===== config.mk =====
export PLATFORM = sky130hd
export DESIGN_NAME = div_repsub
export DESIGN_NICKNAME = d
export VERILOG_FILES = /design/src/rtl/div_pkg.sv /design/src/rtl/div_datapath.sv /design/src/rtl/div_repsub.sv
export SDC_FILE = /design/constraint.sdc
export NUM_CORES = 1
export LEC_CHECK = 0
export CAP_MARGIN = 20
export CORE_UTILIZATION = 34
export CTS_BUF_LIST = sky130_fd_sc_hd__clkbuf_8
export DETAILED_ROUTE_END_ITERATION = 8
export DONT_BUFFER_PORTS = 1
export PLACE_DENSITY = 0.54
export SLEW_MARGIN = 40
export SYNTH_ARGS = -nofsm -noshare
export SYNTH_HDL_FRONTEND = slang
export SYNTH_HIERARCHICAL = 1
export SYNTH_SLANG_ARGS = --single-unit

===== constraint.sdc =====
create_clock -name clk -period 7.9 [get_ports clk]
set_input_delay 1.185 -clock clk [delete_from_list [all_inputs] [get_ports clk]]
set_output_delay 1.185 -clock clk [all_outputs]
set_load 0.03 [all_outputs]

===== src/rtl/div_pkg.sv =====
// Shared constants for the repeated-subtraction divider: default operand width
// and controller state encodings.
package div_pkg;

  localparam int unsigned DIV_WIDTH = 16;

  localparam logic [1:0] ST_IDLE_ENC  = 2'd0;
  localparam logic [1:0] ST_LOADB_ENC = 2'd1;
  localparam logic [1:0] ST_RUN_ENC   = 2'd2;
  localparam logic [1:0] ST_DONE_ENC  = 2'd3;

  typedef enum logic [1:0] {
    ST_IDLE  = ST_IDLE_ENC,
    ST_LOADB = ST_LOADB_ENC,
    ST_RUN   = ST_RUN_ENC,
    ST_DONE  = ST_DONE_ENC
  } div_state_e;

endpackage : div_pkg


===== src/rtl/div_datapath.sv =====
// Divider datapath: remainder, divisor and quotient registers plus the
// guarded subtractor and the compare/zero status fed back to the controller.
module div_datapath
  import div_pkg::*;
#(
  parameter int unsigned WIDTH = DIV_WIDTH
) (
  input  logic             clk,
  input  logic             rst,
  input  logic             load_a_i,
  input  logic             load_b_i,
  input  logic             dec_i,
  input  logic [WIDTH-1:0] datain_i,
  output logic [WIDTH-1:0] quotient_o,
  output logic [WIDTH-1:0] remainder_o,
  output logic             ge_o,
  output logic             eqz_o
);

  localparam logic [WIDTH-1:0] ONE  = WIDTH'(1);
  localparam logic [WIDTH-1:0] ZERO = WIDTH'(0);

  logic [WIDTH-1:0] rem_q, rem_d;
  logic [WIDTH-1:0] dvs_q, dvs_d;
  logic [WIDTH-1:0] quo_q, quo_d;

  // Next-state for remainder/quotient (load or subtract step) and divisor (load).
  always_comb begin
    rem_d = rem_q;
    quo_d = quo_q;
    dvs_d = dvs_q;
    if (load_a_i) begin
      rem_d = datain_i;
      quo_d = ZERO;
    end else if (dec_i) begin
      rem_d = rem_q - dvs_q;
      quo_d = quo_q + ONE;
    end else begin
      rem_d = rem_q;
      quo_d = quo_q;
    end
    if (load_b_i) begin
      dvs_d = datain_i;
    end else begin
      dvs_d = dvs_q;
    end
  end

  // Datapath registers.
  always_ff @(posedge clk or posedge rst) begin
    if (rst) begin
      rem_q <= ZERO;
      dvs_q <= ZERO;
      quo_q <= ZERO;
    end else begin
      rem_q <= rem_d;
      dvs_q <= dvs_d;
      quo_q <= quo_d;
    end
  end

  assign ge_o        = (rem_q >= dvs_q);
  assign eqz_o       = (dvs_q == ZERO);
  assign quotient_o  = quo_q;
  assign remainder_o = rem_q;

endmodule : div_datapath


===== src/rtl/div_repsub.sv =====
// Unsigned repeated-subtraction divider: controller FSM driving div_datapath.
// Operands arrive on one bus in consecutive cycles; results come with a done pulse.
module div_repsub
  import div_pkg::*;
#(
  parameter int unsigned WIDTH = DIV_WIDTH
) (
  input  logic             clk,
  input  logic             rst,
  input  logic             start,
  input  logic [WIDTH-1:0] datain,
  output logic             busy,
  output logic             done,
  output logic [WIDTH-1:0] quotient,
  output logic [WIDTH-1:0] remainder,
  output logic             divz
);

  div_state_e state_q, state_d;
  logic       divz_q, divz_d;
  logic       busy_q, busy_d;
  logic       done_q, done_d;
  logic       load_a_s, load_b_s, dec_s;
  logic       ge_s, eqz_s;

  div_datapath #(
    .WIDTH(WIDTH)
  ) u_datapath (
    .clk         (clk),
    .rst         (rst),
    .load_a_i    (load_a_s),
    .load_b_i    (load_b_s),
    .dec_i       (dec_s),
    .datain_i    (datain),
    .quotient_o  (quotient),
    .remainder_o (remainder),
    .ge_o        (ge_s),
    .eqz_o       (eqz_s)
  );

  // Controller next-state, datapath strobes and divide-by-zero flag.
  always_comb begin
    state_d  = state_q;
    divz_d   = divz_q;
    load_a_s = 1'b0;
    load_b_s = 1'b0;
    dec_s    = 1'b0;
    case (state_q)
      ST_IDLE: begin
        if (start) begin
          load_a_s = 1'b1;
          divz_d   = 1'b0;
          state_d  = ST_LOADB;
        end else begin
          state_d  = ST_IDLE;
        end
      end
      ST_LOADB: begin
        load_b_s = 1'b1;
        state_d  = ST_RUN;
      end
      ST_RUN: begin
        // Zero divisor is tested first: with divisor 0 the compare is always true.
        if (eqz_s) begin
          divz_d  = 1'b1;
          state_d = ST_DONE;
        end else if (ge_s) begin
          dec_s   = 1'b1;
          state_d = ST_RUN;
        end else begin
          state_d = ST_DONE;
        end
      end
      ST_DONE: begin
        state_d = ST_IDLE;
      end
      default: begin
        state_d = ST_IDLE;
      end
    endcase
  end

  assign busy_d = (state_d != ST_IDLE);
  assign done_d = (state_d == ST_DONE);

  // State and registered status outputs.
  always_ff @(posedge clk or posedge rst) begin
    if (rst) begin
      state_q <= ST_IDLE;
      divz_q  <= 1'b0;
      busy_q  <= 1'b0;
      done_q  <= 1'b0;
    end else begin
      state_q <= state_d;
      divz_q  <= divz_d;
      busy_q  <= busy_d;
      done_q  <= done_d;
    end
  end

  assign busy = busy_q;
  assign done = done_q;
  assign divz = divz_q;

endmodule : div_repsub


# After elaboration in Yosys (flattened, before gate mapping)
# Index checks and enable logic that the tools add are counted.
op_classes:
  eq_ne: 6
  muxes: 17
  reduce_logical: 6
  n_lt_le_gt_ge: 1
  n_addsub: 2
ops:
  columns: ["operator", "count"]
  rows:
  - ["16-bit 2-to-1 mux", 4]
  - ["16-bit by 1-bit adder with 16-bit output, second input constant", 1]
  - ["16-bit greater-or-equal comparator", 1]
  - ["16-bit zero test", 1]
  - ["16-bit subtractor", 1]
  - ["1-bit 2-to-1 mux", 11]
  - ["2-bit case mux with 4 select lines", 1]
  - ["2-bit == test, second input constant", 3]
  - ["2-bit nonzero test", 3]
  - ["2-bit != test, second input constant", 2]
  - ["3-bit AND reduction", 1]
  - ["2-bit by 1-bit == test with 1-bit output, second input constant", 1]
  - ["2-bit zero test", 1]
  - ["1-bit case mux with 2 select lines", 1]
word_totals:
  reg_bits: 53
  out_inout_bits: 35
  input_bits: 19
  elab_cells: 39

# Longest topological paths before layout
# Gate-level depths: netlist of the first run.
depth:
  word_depth: 6
  mapped_depth: 19
  mapped_depth_nobuf: 18

# Modules after synthesis
# The synthesis of the first run kept the hierarchy.
by_module_without_submodules:
  columns: ["module", "cells_per_inst", "instances", "seq_area_each_um2", "area_per_inst_um2"]
  rows:
  - ["div_datapath", 333, 1, 1201.2, 2909.0]
  - ["div_repsub", 25, 1, 125.1, 266.5]

# Worst setup path after synthesis of the first run
# OpenSTA, ideal clock, no wires.
synth_path:
  path_type: "register to register"
  startpoint: "register u_datapath.rem_q[0] (netlist: u_datapath/remainder_o[0])"
  endpoint: "register u_datapath.quo_q[12] (netlist: u_datapath/quotient_o[12])"
  required_time_ns: 7.822
  n_path_buf: 1
  path_slack_ns: 4.231
  setup_time_ns: 0.078
  period_less_slack_ns: 3.669
  arrival_ns: 3.590
  path_stages_with_launch: 17
  cell_sequence: "dfrtp_1 > inv_1 > ha_1 > fa_1 > and2b_1 > o31a_2 > nor2_1 > o31ai_1 > nor2_1 > o21ai_0 > nor2b_4 > and2_2 > buf_2 > o2111ai_1 > or3_4 > or3_1 > a21oi_1"
synth_via:
  elab_chain_len: 5
synth_rtl:
  columns: ["item", "line", "text"]
  rows:
  - ["from (decl)", "div_datapath.sv:23", "logic [WIDTH-1:0] rem_q, rem_d;"]
  - ["from (signal assigned)", "div_datapath.sv:56", "rem_q <= rem_d;"]
  - ["16-bit greater-or-equal comparator", "div_datapath.sv:62", "assign ge_o = (rem_q >= dvs_q);"]
  - ["via ge_s", "div_repsub.sv:24", "logic ge_s, eqz_s;"]
  - ["1-bit 2-to-1 mux", "div_repsub.sv:67", "end else if (ge_s) begin"]
  - ["1-bit 2-to-1 mux", "div_repsub.sv:64", "if (eqz_s) begin"]
  - ["1-bit 2-to-1 mux", "div_repsub.sv:48", "case (state_q)"]
  - ["via dec_s", "div_repsub.sv:23", "logic load_a_s, load_b_s, dec_s;"]
  - ["2-bit nonzero test (no line)", null, null]
  - ["to (signal assigned)", "div_datapath.sv:58", "quo_q <= quo_d;"]
  - ["to (decl)", "div_datapath.sv:25", "logic [WIDTH-1:0] quo_q, quo_d;"]
# The timed path passes the listed nets, and every way through them passes these cells.
# A chain may end at the register's enable or synchronous reset.

# Worst setup path in the final report of the first run
layout_path:
  startpoint: "register u_datapath.rem_q[0] (netlist: u_datapath/remainder_o[0])"
  endpoint: "register u_datapath.quo_q[15] (netlist: u_datapath/quotient_o[15])"
# Same word-level chain as after synthesis.

==> results of run 1 <==
[per-stage QoR]
stage | hold slack (ps) | setup slack, ps | std cells
2_1_floorplan | 509 | 4230 | 358
3_3_place_gp | 544 | 3690 | 455
3_5_place_dp | 535 | 3610 | 455
4_1_cts | 563 | 3550 | 463
5_1_grt | 576 | 3240 | 463
6_report | 556 | 3550 | 463
[kinds of logic after synthesis]
kind of cell | Yosys count | synth area share
xor gates and xnor gates | 20 | 0.0552
muxes | 7 | 0.0225
AOI/OAI and AO/OA | 96 | 0.178
buffers and inverters | 41 | 0.0493
and+or+nand+nor | 119 | 0.188
DFF | 53 | 0.418
adders and majority gates | 22 | 0.0890
[tightest hold or removal path: cells and delay by family, from the launching register on]
kind | cells | cell delay [ps]
DFF | 1 | 390
buffers and inverters | 1 | 70
AOI/OAI and AO/OA | 1 | 70
[layer usage]
| layer | global-route usage | share of wire | wire length [um] |
|---|---|---|---|
| met1 | 0.202 | 0.47 | 3430 |
| met2 | 0.255 | 0.45 | 3300 |
| met4 | 0.0379 | 0.0091 | 66 |
| met5 | 0 | 0 | 0 |
| met3 | 0.0440 | 0.067 | 487 |
[sequential cells by signal, indices dropped and copies added (netlist names)]
| name | flops |
|---|---|
| u_datapath/dvs_q | 16 |
| u_datapath/quotient_o | 16 |
| u_datapath/remainder_o | 16 |
| state_q | 2 |
| busy | 1 |
| divz | 1 |
| done | 1 |
[power groups by stage]
stage          Sequential, mW  Combinational, mW  Clock (mW)
2_1_floorplan           0.530              0.756           0
3_3_place_gp            0.562              0.929           0
3_5_place_dp            0.564              0.929           0
4_1_cts                 0.558              0.939       0.168
5_1_grt                 0.569               1.07       0.179
6_report                0.555              0.939       0.159
[final timing paths]
path                                                            start                                     to  cells past startpoint  slack, ps
worst max-delay path            u_datapath/remainder_o[0]$_DFFE_PP0P_  u_datapath/quotient_o[15]$_DFFE_PP0P_                     18       3550
worst min-delay path                 u_datapath/dvs_q[12]$_DFFE_PP0P_       u_datapath/dvs_q[12]$_DFFE_PP0P_                      2        560
worst max register to register  u_datapath/remainder_o[0]$_DFFE_PP0P_  u_datapath/quotient_o[15]$_DFFE_PP0P_                     18       3550
worst min register to register       u_datapath/dvs_q[12]$_DFFE_PP0P_       u_datapath/dvs_q[12]$_DFFE_PP0P_                      2        560
max in group asynchronous                                         rst        u_datapath/dvs_q[7]$_DFFE_PP0P_                      1       6690
min in group asynchronous                                         rst                       divz$_DFFE_PP0P_                      1        640
[layout make-up]
class / instances / area [um^2] / share of cell area
Multi-Input combinational cell: 264 / 1700 / 0.504
Tap cell: 108 / 135 / 0.0401
Sequential cell: 53 / 1330 / 0.394
Clock buffer: 5 / 68.8 / 0.0204
Timing Repair Buffer: 1 / 7.51 / 0.00223
Clock inverter: 3 / 21.3 / 0.00632
Inverter: 29 / 111 / 0.0331
[cells in the final DEF, fill, tap and decap left out, types with 2 or more instances in the layout]
cell type,Yosys,routed
xnor2_1,4,4
a31oi_1,2,2
and2_1,2,2
mux2i_1,6,6
or4_1,2,2
or3_1,5,5
nor3_1,2,2
a22oi_1,2,2
nor4_1,4,4
nor3b_1,4,4
o21ai_0,43,43
nand4_1,5,5
a21oi_1,24,24
nor2_1,27,27
a21o_1,3,3
o31a_1,2,2
dfrtp_1,53,53
a211oi_1,2,2
o21a_1,5,5
o31ai_1,2,2
ha_1,21,20
o211ai_1,3,3
inv_1,28,27
nand3_1,5,5
nor2b_1,3,3
xor2_1,16,16
clkbuf_8,0,5
nand2_1,43,43
nand2b_1,5,5
==> metrics.md, run 1 <==
| Metric | Value |
|---|---|
| Global-route wire length before repair | 12000 um |
| Most numerous cell in the Yosys netlist | dfrtp_1 |
| Share of cells above drive strength 1 | 0.0563 |
| Post-CTS sizing | 0 |
| Layout fillers | roughly 900 |
| Setup repair after global routing missed its margin | no |
| Syn nets | 399 |
| Register area share after synthesis | 0.418 |
| Clk network pwr share | 0.096 |
| Cell Area, Placed | between 3000 and 4000 um^2 |
| DRC viols | 0 |
| Wire per inst | 15.7 um |
| Cell Int Power | roughly 800 uW |
| Hold WC Path Type | flop to flop |
| CP bufs+invs | 2 |
| Top cell type's share of synthesized area | 0.418 |
| Gr usage total | 0.155 |
| Max stage delay on crit path | 570 ps |
| Critical path cell sequence | inv_1 > ha_1 > fa_1 > and2b_1 > o31a_2 > nor2_1 > o31ai_1 > nor2_1 > o21ai_0 > nor2b_4 > and2_2 > o2111ai_1 > inv_1 > nand3_1 > nor2_1 > nand4_1 > xor2_1 > nor2_1 |
| Final critical-path share of the clock period | 0.551 |
| Count of pins over their slew limit | 0 |
| #FFs+latches synth | 53 |
| Crit path max fanout | 25 |
| Top cells by area, synth | dfrtp_1, ha_1, o21ai_0, nand2_1, xor2_1 |
| Die height | 98.6 um |
| Sequential share of power | 0.336 |
| Final critical-path required period | 4350 ps |
| Synth top cells by count | dfrtp_1, nand2_1, o21ai_0, inv_1, nor2_1 |
| WS Path Type | flop to flop |
| TritonCTS Sinks | 53 |
| Final Util | 0.379 |
| Gr ovfl total | 0 |
| First-pass DRT Iterations | 4 |
| Relative slew margins | 0.601 |
| CP dominant cell by count | nor2_1 |
| Vias | 2478 |
| Final hold vios | 0 |
| Max_cap viols | 0 |
| Final Total Pwr | roughly 1.7 mW |
| Max Root-Sink Buffers | 2 |
| Worst endpoint required time | 8090 ps |
| Worst-margin pin slew | 599 ps |
| Leak | between 1 and 1.5 nW |
| I/O Pins | 54 |
| Syn Inst Count | 358 |
| N_diodes | 0 |
| Critical path startpoint category | flop |
| Initial antenna violation count | 0 |
| Routability cong. | about 0.90 |
| Starting DRC count in detailed routing | 105 |
| Routed vias/inst | ~5.4 |
| Yosys cell types | 54 |
| PortBufs | 0 |
| Comb power frac | 0.568 |
| Syn_area_per_cell | between 8 and 9 um^2 |
| Switching power | 831 uW |
| Area grow syn2layout | 5.99% |
| Most used DFF post-synth | dfrtp_1 |
| Fin area | 3370 um^2 |
| Slowest-stage cell, CP | dfrtp_1 |
| Hold buffers post-CTS | 0 |
| Layout Skew | 9.55 ps |
| Synthesized area | between 3000 and 4000 um^2 |
| Synth area leader | dfrtp_1 |
| YS warnings | 6 |
| Starting Density | 0.357 |
| Insertion delay to the later sink of the worst-skew pair | 310 ps |
| CP top delay family | simple AND/OR/NAND/NOR gates |
| H-tree Lvls | 2 |
| CP Capture Type | flop |
| Setup violators final | 0 |
| HPWL Detailed | around 5300 um |
| Root Buffer | clkbuf_8 |
| Switching share of power | 0.503 |
| VDD IR-drop max | slightly above 0.0002 V |
| Setup TNS | 0 ps |
| Post-synth EDFFs | 0 |
| Core region area | 8890 um^2 |
| Post-synth ARST share | 1.00 |
| TritonCTS clock tree | built |
| P per Cell Area | ~490 nW/um^2 |
| # rows | 34 |
| FMAX | approximately 0.23 GHz |
| # nets final | roughly 400 |
| Post-CTS setup buffer count | 0 |
| Largest net degree at the start of global routing | 55 |
| CTS Buf Count | 5 |
| Status | completed |
| Worst-path clk slew | around 100 ps |
| Vias in the first global route | 2396 |
| Die area | 9730 um^2 |
| Die Wd | around 99 um |
| Residual antenna-violating net count after detailed routing | 0 |
| Final wirelength | 7280 um |
| Crit path DAT | approximately 4600 ps |
Power figures use the tool's default switching activity.
==> run 2: changes to the inputs <==
--- a/config.mk
+++ b/config.mk
@@ -10,7 +10,7 @@
 export CTS_BUF_LIST = sky130_fd_sc_hd__clkbuf_8
 export DETAILED_ROUTE_END_ITERATION = 8
 export DONT_BUFFER_PORTS = 1
-export PLACE_DENSITY = 0.54
+export PLACE_DENSITY = 0.56
 export SLEW_MARGIN = 40
 export SYNTH_ARGS = -nofsm -noshare
 export SYNTH_HDL_FRONTEND = slang
==> constraint.sdc (replaced) <==
create_clock -name clk -period 3.6 [get_ports clk]
set_input_delay 0.54 -clock clk [delete_from_list [all_inputs] [get_ports clk]]
set_output_delay 0.54 -clock clk [all_outputs]
set_load 0.03 [all_outputs]
==> run 2 against run 1 <==
  * Via count is 2.0% higher
  * Power is 130% higher
  * Global-route usage is 1.1 points higher
  * Combinational power grew to 2.5 times the previous value
  * Die area stayed put
  * Critical endpoint is now u_datapath/quotient_o[14]$_DFFE_PP0P_
  * Fmax is 28% higher
  * Critical path depth is 4 lower
  * Sequential power is 95% higher
  * Register-to-register slack worse by 3400 ps
==> metrics.md, run 2 (same netlist as run 1, synthesis figures left out) <==
| Metric | Value |
|---|---|
| Status | completed |
| Area grow syn2layout | 11.5% |
| HPWL Detailed | 5570 um (+4.5%) |
| Multi-input gate area | 1720 um^2 (+1.4%) |
| CP Capture Type | flop |
| FMAX | 0.294 GHz (+28%) |
| Clk network pwr share | 0.093 (-0.003) |
| Residual antenna-violating net count after detailed routing | 0 (unchanged) |
| Critical path startpoint category | flop |
| Starting DRC count in detailed routing | 110 (+4.8%) |
| N_diodes | 0 (unchanged) |
| Routability cong. | 0.808 (-10%) |
| Register area | 1330 um^2 (about the same) |
| Final critical-path required period | 3410 ps (-948 ps) |
| Relative slew margins | 0.595 (-0.00582) |
| Gr usage total | 0.166 (+0.0107) |
| Core region area | 8890 um^2 (unchanged) |
| DRC viols | 0 (unchanged) |
| Worst-margin pin slew | 608 ps (+8.73 ps) |
| Layout Skew | 9.96 ps (+0.409 ps) |
| Share of cells above drive strength 1 | 0.118 (+0.0613) |
| Global-route wire length before repair | 12700 um (+6.4%) |
| Final Non-Filler Cells | 482 (+4.1%) |
| Die height | 98.6 um (unchanged) |
| Most common cell after layout, fill and taps aside | dfrtp_1 |
| WS Path Type | flop to flop |
| Leak | 1.59 nW (+6.8%) |
| Starting Density | 0.357 (unchanged) |
| TritonCTS Sinks | 53 (unchanged) |
| Cell Int Power | 1.95 mW (+140%) |
| Largest net degree at the start of global routing | 54 (-1.8%) |
| Hold WC Path Type | input port to async pin |
| Cell Area, Placed | 3390 um^2 (+3.4%) |
| Switching power | 1.88 mW (+130%) |
| Worst endpoint required time | 3840 ps (-4250 ps) |
| CTS Buf Count | 5 (unchanged) |
| Insertion delay to the later sink of the worst-skew pair | 310 ps (about the same) |
| Placed instance count | 470 (+3.3%) |
| Die area | 9730 um^2 (unchanged) |
| Die Wd | 98.6 um (unchanged) |
| Worst-path clk slew | 100 ps (about the same) |
| Final wirelength | 7670 um (+5.3%) |
| Initial antenna violation count | 0 (unchanged) |
| Crit path DAT | 3640 ps (-910 ps) |
| Max_cap viols | 0 (unchanged) |
| Max Root-Sink Buffers | 2 (unchanged) |
| Commonest non-fill, non-tap cells in the layout | dfrtp_1, nand2_1, o21ai_0 |
| Vias | 2527 (+2.0%) |
| Switching share of power | 0.490 (-0.0129) |
| Final hold vios | 0 (unchanged) |
| Comb power frac | 0.624 (+0.056) |
| # nets final | 414 (+4.8%) |
| Final critical-path share of the clock period | 0.946 (+0.395) |
| Wire per inst | 15.9 um (+1.1%) |
| P per Cell Area | 1080 nW/um^2 (+120%) |
| Crit path max fanout | 5 (-80%) |
| # rows | 34 (unchanged) |
| Setup violators final | 0 (unchanged) |
| Fin area | 3540 um^2 (+5.2%) |
| TritonCTS clock tree | built |
| Count of pins over their slew limit | 0 (unchanged) |
| Layout fillers | 895 (unchanged) |
| I/O Pins | 54 (unchanged) |
| Sequential share of power | 0.283 (-0.053) |
| H-tree Lvls | 2 (unchanged) |
| Root Buffer | clkbuf_8 |
| VDD IR-drop max | 0.000464 V (+120%) |
| Vias in the first global route | 2514 (+4.9%) |
| Routed vias/inst | 5.24 (-2.0%) |
| First-pass DRT Iterations | 4 (unchanged) |
| Gr ovfl total | 0 (unchanged) |
| PortBufs | 0 (unchanged) |
==> run 2: final cells by class <==
cell class,count,share of cell area
Clock inverter,3,0.00742
Multi-Input combinational cell,264,0.486
Timing Repair Buffer,20,0.0431
Clock buffer,5,0.0194
Inverter,29,0.0314
Sequential cell,53,0.375
Tap cell,108,0.0382
==> run 2: path summary, 6_finish.rpt <==
path	startpoint	endpoint	slack [ps]	depth (start not counted)
max	u_datapath/dvs_q[0]$_DFFE_PP0P_	u_datapath/quotient_o[14]$_DFFE_PP0P_	190	14
min	rst	u_datapath/remainder_o[14]$_DFFE_PP0P_	170	1
max reg2reg	u_datapath/dvs_q[0]$_DFFE_PP0P_	u_datapath/quotient_o[14]$_DFFE_PP0P_	190	14
min reg2reg	u_datapath/dvs_q[11]$_DFFE_PP0P_	u_datapath/dvs_q[11]$_DFFE_PP0P_	570	2
max in group asynchronous	rst	state_q[0]$_DFF_PP0_	2880	2
min in group clk	datain[14]	u_datapath/dvs_q[14]$_DFFE_PP0P_	340	2
==> run 2: what timing repair did <==
item / in CTS / in global routing
resized for setup: 2 / 5
setup buffers: 0 / 3
pin swaps: 0 / 4
cloned: 0 / 0
endpoints found under the setup margin: 4 / 11
hold buffers: 1 / 0
endpoints found under the hold margin: 5 / 0
==> run 2: per-stage QoR <==
| step | power, mW | TNS [ps] | hold WS, ps | utilization | worst slack (ps) |
|---|---|---|---|---|---|
| floorplan | 2.82 | 0 | 319 | - | 13.3 |
| global placement | 3.42 | 0 | 337 | 0.381 | 96.1 |
| detailed placement | 3.43 | -4.06 | 339 | 0.381 | -4.06 |
| CTS | 3.83 | 0 | 191 | 0.393 | 44.7 |
| global route | 4.22 | -1.85 | 211 | 0.398 | -1.85 |
| finish | 3.83 | 0 | 166 | 0.398 | 194 |
==> run 2: routing by layer <==
metal | routed length, um | track usage
met5 | 0 | 0
met4 | 95 | 0.0425
met2 | 3750 | 0.279
met1 | 3360 | 0.215
met3 | 467 | 0.0397
==> run 2: power groups by stage <==
stage	Clock (mW)	Combinational [mW]	Sequential, mW
4_1_cts	0.377	2.36	1.09
6_report	0.357	2.39	1.08
3_3_place_gp	0	2.32	1.09
3_5_place_dp	0	2.33	1.10
2_1_floorplan	0	1.66	1.16
5_1_grt	0.397	2.70	1.12
==> run 2: worst max-delay path, stage by stage, from the launching register on <==
cell       delay (ps)
dfrtp_1           400
ha_1              210
fa_1              390
and2b_1           240
o31a_2            140
nor2_1             60
o31ai_2           220
nor2_1             90
o21ai_2           140
nor2b_4           170
and2_2            170
o2111ai_2         140
or3_4             450
or3_1             380
a21oi_2           140
==> run 3: changes to the inputs <==
--- a/config.mk
+++ b/config.mk
@@ -5,6 +5,7 @@
 export SDC_FILE = /design/constraint.sdc
 export NUM_CORES = 1
 export LEC_CHECK = 0
+export ABC_AREA = 0
 export CAP_MARGIN = 20
 export CORE_UTILIZATION = 34
 export CTS_BUF_LIST = sky130_fd_sc_hd__clkbuf_8
==> results of run 3 <==
Same layout as run 2: the final DEF is identical, and so are final timing and power.
